[src/rtl/traffic_pkg.sv]
// Shared lamp encodings, per-phase sequence states and time-table selectors.
// Latency: n/a (definitions only).
// Backpressure: n/a.
package traffic_pkg;

    // One-hot lamp codes for a single approach
    localparam logic [3:0] LAMP_RED    = 4'b0001;
    localparam logic [3:0] LAMP_YELLOW = 4'b0010;
    localparam logic [3:0] LAMP_GREEN  = 4'b0100;
    localparam logic [3:0] LAMP_LEFT   = 4'b1000;

    // Sequence of intervals an active phase walks through
    typedef enum logic [2:0] {
        ST_GREEN   = 3'd0,
        ST_YELLOW1 = 3'd1,
        ST_LEFT    = 3'd2,
        ST_YELLOW2 = 3'd3,
        ST_CLEAR   = 3'd4
    } phase_state_e;

    // Time-table entry selectors
    localparam logic [1:0] SEL_GREEN  = 2'd0;
    localparam logic [1:0] SEL_YELLOW = 2'd1;
    localparam logic [1:0] SEL_LEFT   = 2'd2;
    localparam logic [1:0] SEL_CLEAR  = 2'd3;

    // Power-on time table, in seconds
    localparam int DEF_GREEN  = 30;
    localparam int DEF_YELLOW = 3;
    localparam int DEF_LEFT   = 10;
    localparam int DEF_CLEAR  = 2;

    // Lamp shown by the active approach in a given interval
    function automatic logic [3:0] state_lamp(input phase_state_e st);
        logic [3:0] l;
        case (st)
            ST_GREEN:   l = LAMP_GREEN;
            ST_YELLOW1: l = LAMP_YELLOW;
            ST_LEFT:    l = LAMP_LEFT;
            ST_YELLOW2: l = LAMP_YELLOW;
            default:    l = LAMP_RED;
        endcase
        return l;
    endfunction

endpackage

[src/rtl/tick_gen.sv]
// Prescaler: pulses tick for one cycle every TICK_DIV clk cycles.
// Latency: first tick TICK_DIV-1 cycles after the last clr.
// Backpressure: none; clr restarts the count from zero.
module tick_gen #(
    parameter int TICK_DIV = 50_000_000
) (
    input  logic clk,
    input  logic rst,
    input  logic clr,
    output logic tick
);

    localparam int CNTW = (TICK_DIV > 1) ? $clog2(TICK_DIV) : 1;
    localparam logic [CNTW-1:0] LAST = CNTW'(TICK_DIV - 1);

    logic [CNTW-1:0] cnt;

    // Tick is decoded from the counter, so clr on the same edge cannot loop back into it
    assign tick = (cnt == LAST);

    // Free-running modulo-TICK_DIV counter, restarted by clr
    always_ff @(posedge clk or posedge rst) begin
        if (rst) begin
            cnt <= '0;
        end else if (clr || tick) begin
            cnt <= '0;
        end else begin
            cnt <= cnt + 1'b1;
        end
    end

endmodule

[src/rtl/traffic_phase_ctrl.sv]
// Round-robin traffic phase sequencer with per-phase programmable interval times.
// Latency: lamp/count/phase change on the edge after the causing input or tick.
// Backpressure: none; hold freezes sequencing and shows all-red, en low forces idle.
module traffic_phase_ctrl
    import traffic_pkg::*;
#(
    parameter int NPHASE   = 4,
    parameter int CW       = 8,
    parameter int TICK_DIV = 50_000_000,
    localparam int PW      = (NPHASE > 1) ? $clog2(NPHASE) : 1
) (
    input  logic                clk,
    input  logic                rst,
    input  logic                en,
    input  logic                hold,
    input  logic                cfg_we,
    input  logic [PW-1:0]       cfg_phase,
    input  logic [1:0]          cfg_sel,
    input  logic [CW-1:0]       cfg_data,
    output logic [4*NPHASE-1:0] lamp,
    output logic [CW-1:0]       count,
    output logic [PW-1:0]       phase
);

    localparam logic [PW-1:0] LAST_PH = PW'(NPHASE - 1);
    localparam logic [PW:0]   NPH_EXT = (PW + 1)'(NPHASE);

    // A zero green time would stall the sequence, so it runs as one second
    function automatic logic [CW-1:0] green_time(input logic [CW-1:0] g);
        return (g == '0) ? CW'(1) : g;
    endfunction

    logic [CW-1:0] tbl [NPHASE][4];

    phase_state_e  state, nxt_state, adv_state;
    logic [PW-1:0] phase_q, nxt_phase, adv_phase, next_ph;
    logic [CW-1:0] count_q, nxt_count, adv_count;
    logic          idle, nxt_idle;
    logic          frozen, nxt_frozen;
    logic          load;
    logic          tick;
    logic          clr;
    logic          cfg_ok;
    logic [CW-1:0] t_yel, t_left, t_clr;

    assign cfg_ok = ({1'b0, cfg_phase} < NPH_EXT);

    // Prescaler restarts on every interval load and whenever sequencing is not running
    assign clr = !en || hold || idle || load;

    tick_gen #(
        .TICK_DIV (TICK_DIV)
    ) u_tick_gen (
        .clk  (clk),
        .rst  (rst),
        .clr  (clr),
        .tick (tick)
    );

    // Time table: defaults on reset, single-entry writes otherwise
    always_ff @(posedge clk or posedge rst) begin
        if (rst) begin
            for (int p = 0; p < NPHASE; p++) begin
                tbl[p][SEL_GREEN]  <= CW'(DEF_GREEN);
                tbl[p][SEL_YELLOW] <= CW'(DEF_YELLOW);
                tbl[p][SEL_LEFT]   <= CW'(DEF_LEFT);
                tbl[p][SEL_CLEAR]  <= CW'(DEF_CLEAR);
            end
        end else if (cfg_we && cfg_ok) begin
            tbl[cfg_phase][cfg_sel] <= cfg_data;
        end
    end

    // Successor interval after the current one expires, skipping zero-time intervals.
    // Reads the table before any same-edge write, so a colliding write applies next load.
    always_comb begin
        t_yel     = tbl[phase_q][SEL_YELLOW];
        t_left    = tbl[phase_q][SEL_LEFT];
        t_clr     = tbl[phase_q][SEL_CLEAR];
        next_ph   = (phase_q == LAST_PH) ? '0 : phase_q + 1'b1;
        adv_state = ST_GREEN;
        adv_phase = next_ph;
        adv_count = green_time(tbl[next_ph][SEL_GREEN]);
        case (state)
            ST_GREEN: begin
                if (t_yel != '0)       adv_state = ST_YELLOW1;
                else if (t_left != '0) adv_state = ST_LEFT;
                else if (t_clr != '0)  adv_state = ST_CLEAR;
            end
            ST_YELLOW1: begin
                if (t_left != '0)      adv_state = ST_LEFT;
                else if (t_clr != '0)  adv_state = ST_CLEAR;
            end
            ST_LEFT: begin
                if (t_yel != '0)       adv_state = ST_YELLOW2;
                else if (t_clr != '0)  adv_state = ST_CLEAR;
            end
            ST_YELLOW2: begin
                if (t_clr != '0)       adv_state = ST_CLEAR;
            end
            default: adv_state = ST_GREEN;
        endcase
        if (adv_state != ST_GREEN) begin
            adv_phase = phase_q;
            case (adv_state)
                ST_YELLOW1, ST_YELLOW2: adv_count = t_yel;
                ST_LEFT:                adv_count = t_left;
                default:                adv_count = t_clr;
            endcase
        end
    end

    // Next-state: en low beats hold, hold beats tick; count==1 on a tick loads the next interval
    always_comb begin
        nxt_idle   = idle;
        nxt_frozen = frozen;
        nxt_state  = state;
        nxt_phase  = phase_q;
        nxt_count  = count_q;
        load       = 1'b0;
        if (!en) begin
            nxt_idle   = 1'b1;
            nxt_frozen = 1'b0;
            nxt_state  = ST_GREEN;
            nxt_phase  = '0;
            nxt_count  = '0;
        end else if (hold) begin
            nxt_frozen = !idle;
        end else if (idle) begin
            nxt_idle   = 1'b0;
            nxt_frozen = 1'b0;
            nxt_state  = ST_GREEN;
            nxt_phase  = '0;
            nxt_count  = green_time(tbl[0][SEL_GREEN]);
            load       = 1'b1;
        end else begin
            nxt_frozen = 1'b0;
            if (tick) begin
                if (count_q > CW'(1)) begin
                    nxt_count = count_q - 1'b1;
                end else begin
                    nxt_state = adv_state;
                    nxt_phase = adv_phase;
                    nxt_count = adv_count;
                    load      = 1'b1;
                end
            end
        end
    end

    // Sequencer state register
    always_ff @(posedge clk or posedge rst) begin
        if (rst) begin
            idle    <= 1'b1;
            frozen  <= 1'b0;
            state   <= ST_GREEN;
            phase_q <= '0;
            count_q <= '0;
        end else begin
            idle    <= nxt_idle;
            frozen  <= nxt_frozen;
            state   <= nxt_state;
            phase_q <= nxt_phase;
            count_q <= nxt_count;
        end
    end

    // Lamp decode: only the active approach shows its interval colour, and only while running
    always_comb begin
        lamp = '0;
        for (int p = 0; p < NPHASE; p++) begin
            if (!idle && !frozen && (phase_q == PW'(p))) begin
                lamp[4*p +: 4] = state_lamp(state);
            end else begin
                lamp[4*p +: 4] = LAMP_RED;
            end
        end
    end

    assign count = count_q;
    assign phase = phase_q;

endmodule

[config.mk]
export PLATFORM = sky130hd
export DESIGN_NAME = traffic_phase_ctrl
export DESIGN_NICKNAME = d
export VERILOG_FILES = /design/src/rtl/traffic_pkg.sv /design/src/rtl/tick_gen.sv /design/src/rtl/traffic_phase_ctrl.sv
export SDC_FILE = /design/constraint.sdc
export NUM_CORES = 1
export LEC_CHECK = 0
export ABC_AREA = 1
export CAP_MARGIN = 10
export CORE_MARGIN = 3
export CORE_UTILIZATION = 50
export CTS_CLUSTER_DIAMETER = 40
export DETAILED_ROUTE_END_ITERATION = 8
export PLACE_DENSITY_LB_ADDON = 0.1
export SLEW_MARGIN = 0
export SYNTH_ARGS = -nofsm -noshare
export SYNTH_HDL_FRONTEND = slang
export SYNTH_SLANG_ARGS = --single-unit
[constraint.sdc]
create_clock -name clk -period 5.8 [get_ports clk]
set_input_delay 0.87 -clock clk [delete_from_list [all_inputs] [get_ports clk]]
set_output_delay 0.87 -clock clk [all_outputs]
set_load 0.02 [all_outputs]
==> flow_metrics.env <==
export IMPL_yosysUniqueCellTypes=39
export IMPL_grt_antenna_before_repair=0
export IMPL_period_share_pct=61.52
export IMPL_timing_fmax_mhz=280.3
export IMPL_routed_wl_mm=22.59
export IMPL_synth_edf_count=0
export IMPL_skew_ps=16.19
export IMPL_die_area_sq_mm=0.01884
export IMPL_synth_warnings=0
export IMPL_synthSimpleGateAreaFrac_pct=29.82
export IMPL_multi_input_area_sq_mm=0.003730
export IMPL_reg2regPathDepth=12
export IMPL_max_cap_viol_count=0
export IMPL_grt_ovfl_total=0
export IMPL_avgSynthCellArea_sq_um=7.637
export IMPL_drive_gt1_share_pct=8.463
export IMPL_htreeDepth=4
export IMPL_worst_path_buf_inv=2
export IMPL_clock_sinks=169
export IMPL_ios=43
export IMPL_n_antenna_cell=0
export IMPL_synth_nets=1152
export IMPL_initial_core_util_pct=51.58
export IMPL_p_sw_uw=1141
export IMPL_cp_required_ps=4930
export IMPL_hold_path_class="flip-flop to flip-flop"
export IMPL_synthAdderAreaFrac_pct=1.017
export IMPL_cts_inserted_buffers=17
export IMPL_synth_xor_area_share_pct=0.4067
export IMPL_relSlewSlack_pct=33.82
export IMPL_worstHoldStart="u_tick_gen.cnt[0]$_DFF_PP0_"
export IMPL_path_class="flip-flop to output port"
export IMPL_cts_resized=0
export IMPL_max_stage_delay_ps=690
export IMPL_die_y_um=137.3
export IMPL_cts_tree="built"
export IMPL_nFillCells=1575
export IMPL_vias_per_cell=5.321
export IMPL_power_internal_uw=2433
export IMPL_synth_top_family_by_area="simple AND/OR/NAND/NOR gates"
export IMPL_clockRootBuffer="clkbuf_16"
export IMPL_synth_compound_area_share_pct=12.06
export IMPL_switching_share_pct=31.92
export IMPL_wl_per_cell_um=16.39
export IMPL_seqCellArea_sq_mm=0.004277
export IMPL_critPathLaunch="phase[0]$_DFFE_PP0P_"
export IMPL_ant_nets=0
export IMPL_status="finished, final reports clean"
export IMPL_dr_pass1_iters=5
export IMPL_ir_drop_mv=0.2595
export IMPL_synthArstFlopShare_pct=100.0
export IMPL_slew_viol_final=0
export IMPL_first_global_vias=6751
export IMPL_ff2ff_setup_slack_ps=2410
export IMPL_clock_path_buffers=2
export IMPL_drc=0
export IMPL_fin_tns_setup_ps=0
export IMPL_io_buffer_count=42
export IMPL_synth_seq_cells=169
export IMPL_crit_chain="inv_2, ha_1, nand2_1, nor2_1, clkdlybuf4s50_1"
export IMPL_min_period_ps=3568
export IMPL_drt_iter0_markers=805
export IMPL_fp_dieW_um=137.3
export IMPL_gp_congestion=0.8928
export IMPL_core_area_sq_mm=0.01670
export IMPL_nets=1169
export IMPL_grt_pass1_wl_mm=36.61
export IMPL_p_seq_share_pct=43.1
export IMPL_critical_path_top_delay_family="buffers and inverters"
export IMPL_worstSkewPairLatency_ps=440
export IMPL_num_vias=7333
export IMPL_cp_endpoint="lamp[2]"
export IMPL_holdBufCountCts=0
export IMPL_timing_rr_start="phase[1]$_DFFE_PP0P_"
export IMPL_grt_max_degree=108
export IMPL_leakage_uw=0.004455
export IMPL_netlist_area_sq_mm=0.008615
export IMPL_ys_seq_area_share_pct=49.63
export IMPL_worst_path_max_delay_cell="inv_2"
export IMPL_cp_arrival_ps=2700
export IMPL_pwr_share_comb_pct=21.5
export IMPL_worstSetupStartpointType="flip-flop"
export IMPL_rows=47
export IMPL_synthFlopType="dfrtp_1"
export IMPL_synthToLayoutAreaGrowth_pct=12.82
export IMPL_muxShareOfSynthArea_pct=0
export IMPL_tightestPinTransition_ps=992.7
export IMPL_end_kind="output port"
export IMPL_total_power_uw=3574
export IMPL_p_per_area_mw_per_mm2=367.7
export IMPL_track_usage_pct=25.12
export IMPL_post_cts_buffers=0
export IMPL_setup_violations=0
export IMPL_hpwlAfterDp_mm=15.04
export IMPL_worst_path_max_fanout=50
export IMPL_rsz0062_at_grt="no"
export IMPL_clock_power_share_pct=35.4
export IMPL_cp_depth=5
export IMPL_reg2reg_to="phase[0]$_DFFE_PP0P_"
export IMPL_postSynthCellCount=1128
export IMPL_path_clk_slew_ps=70
export IMPL_finalHoldViolations=0
## worst reg2reg max path, cell delays in order (launching register included)
cell and delay (ps):
dfrtp_1 360, buf_4 250, inv_2 470, nand3_1 200, nand2_1 110, nand2_1 70, nor2_1 90, nand2_1 120
nand3_1 380, nand2_1 160, nor2_2 390, nand3_1 160, o21ai_0 460
## cell type report
class                      instances  area share (%)
tap                              220           2.832
timing repair buffer              49           4.866
multi-input combinational        824           38.38
clock buffer                      19           4.557
inverter                          84           3.296
clock inverter                    13           2.073
sequential                       169           44.00
## cells in the mapped netlist (3+ instances only)
cell type	count	area, sq um
a21oi_1	59	295.3
a32o_1	4	40.04
buf_2	7	35.03
buf_4	5	37.54
buf_6	10	112.6
clkbuf_1	29	108.9
dfrtp_1	132	3303
dfstp_2	37	972.2
ha_1	7	87.58
inv_1	76	285.3
inv_2	6	22.52
nand2_1	374	1404
nand2_2	4	25.02
nand3_1	95	475.5
nand3b_1	8	60.06
nor2_1	99	371.6
nor2_2	5	31.28
nor3_1	17	85.08
nor4_1	3	18.77
o21ai_0	119	595.6
o22ai_1	3	18.77
xor2_1	3	26.28
## metal layers
metal / up-vias / routed length (um) / track usage [%]
met5: - / 0 / 0
met4: 0 / 334 / 7.317
met3: 25 / 1233 / 5.113
met2: 196 / 9951 / 36.78
met1: 3423 / 11070 / 37.77
li1: 3689 / - / -
## flip-flops by register name, summed over array words and instances (netlist names)
register	flops
tbl	128
u_tick_gen.cnt	26
count	8
state	3
phase	2
frozen	1
idle	1
## cells in the final DEF (no fill, tap or decap), types with 3 or more instances in the layout
cell type	instances
buf_4	7
nand2_2	4
a21oi_1	59
dfstp_2	37
xor2_1	3
inv_1	75
o22ai_1	3
inv_6	6
ha_1	7
bufinv_16	4
clkbuf_16	17
dfrtp_1	131
nor3_1	17
nand2_1	374
inv_2	6
nor2_1	99
a32o_1	4
nor2_2	5
nand3b_1	8
nor4_1	3
nand3_1	95
o21ai_0	119
clkdlybuf4s50_1	42
## kinds of logic after synthesis
group | after synthesis
AND/OR/NAND/NOR | 616
AO/OA/AOI/OAI | 197
flip-flops | 169
buffers and inverters | 135
adder cells (fa/ha/maj) | 7
XOR/XNOR | 4
## stage by stage
stage	area [sq um]	utilization, %	setup slack, ps	hold WS, ps	std cells
global placement	9075	54.34	2430	452.5	1346
global route	9719	58.20	2069	498.6	1378
CTS	9719	58.20	2236	460.8	1378
finish	9719	58.20	2232	457.2	1378
floorplan	8615	-	416.1	429.8	1128
detailed placement	9075	54.34	2507	450.7	1346
## worst min path at each step
stage | slack, ps | end | cells after the start
finish | 460 | u_tick_gen.cnt[0]$_DFF_PP0_ | 1
global route | 500 | u_tick_gen.cnt[0]$_DFF_PP0_ | 1
CTS | 460 | u_tick_gen.cnt[0]$_DFF_PP0_ | 1
detailed placement | 450 | u_tick_gen.cnt[0]$_DFF_PP0_ | 1
global placement | 450 | u_tick_gen.cnt[0]$_DFF_PP0_ | 1
floorplan | 430 | u_tick_gen.cnt[22]$_DFF_PP0_ | 1
## power by group through the flow
stage	Sequential (uW)	Combinational (uW)	Clock (uW)
finish	1540	768	1260
global route	1570	871	1330
CTS	1540	764	1280
detailed placement	1560	759	0
global placement	1560	748	0
floorplan	1530	566	0
Power figures use the tool's default switching activity.
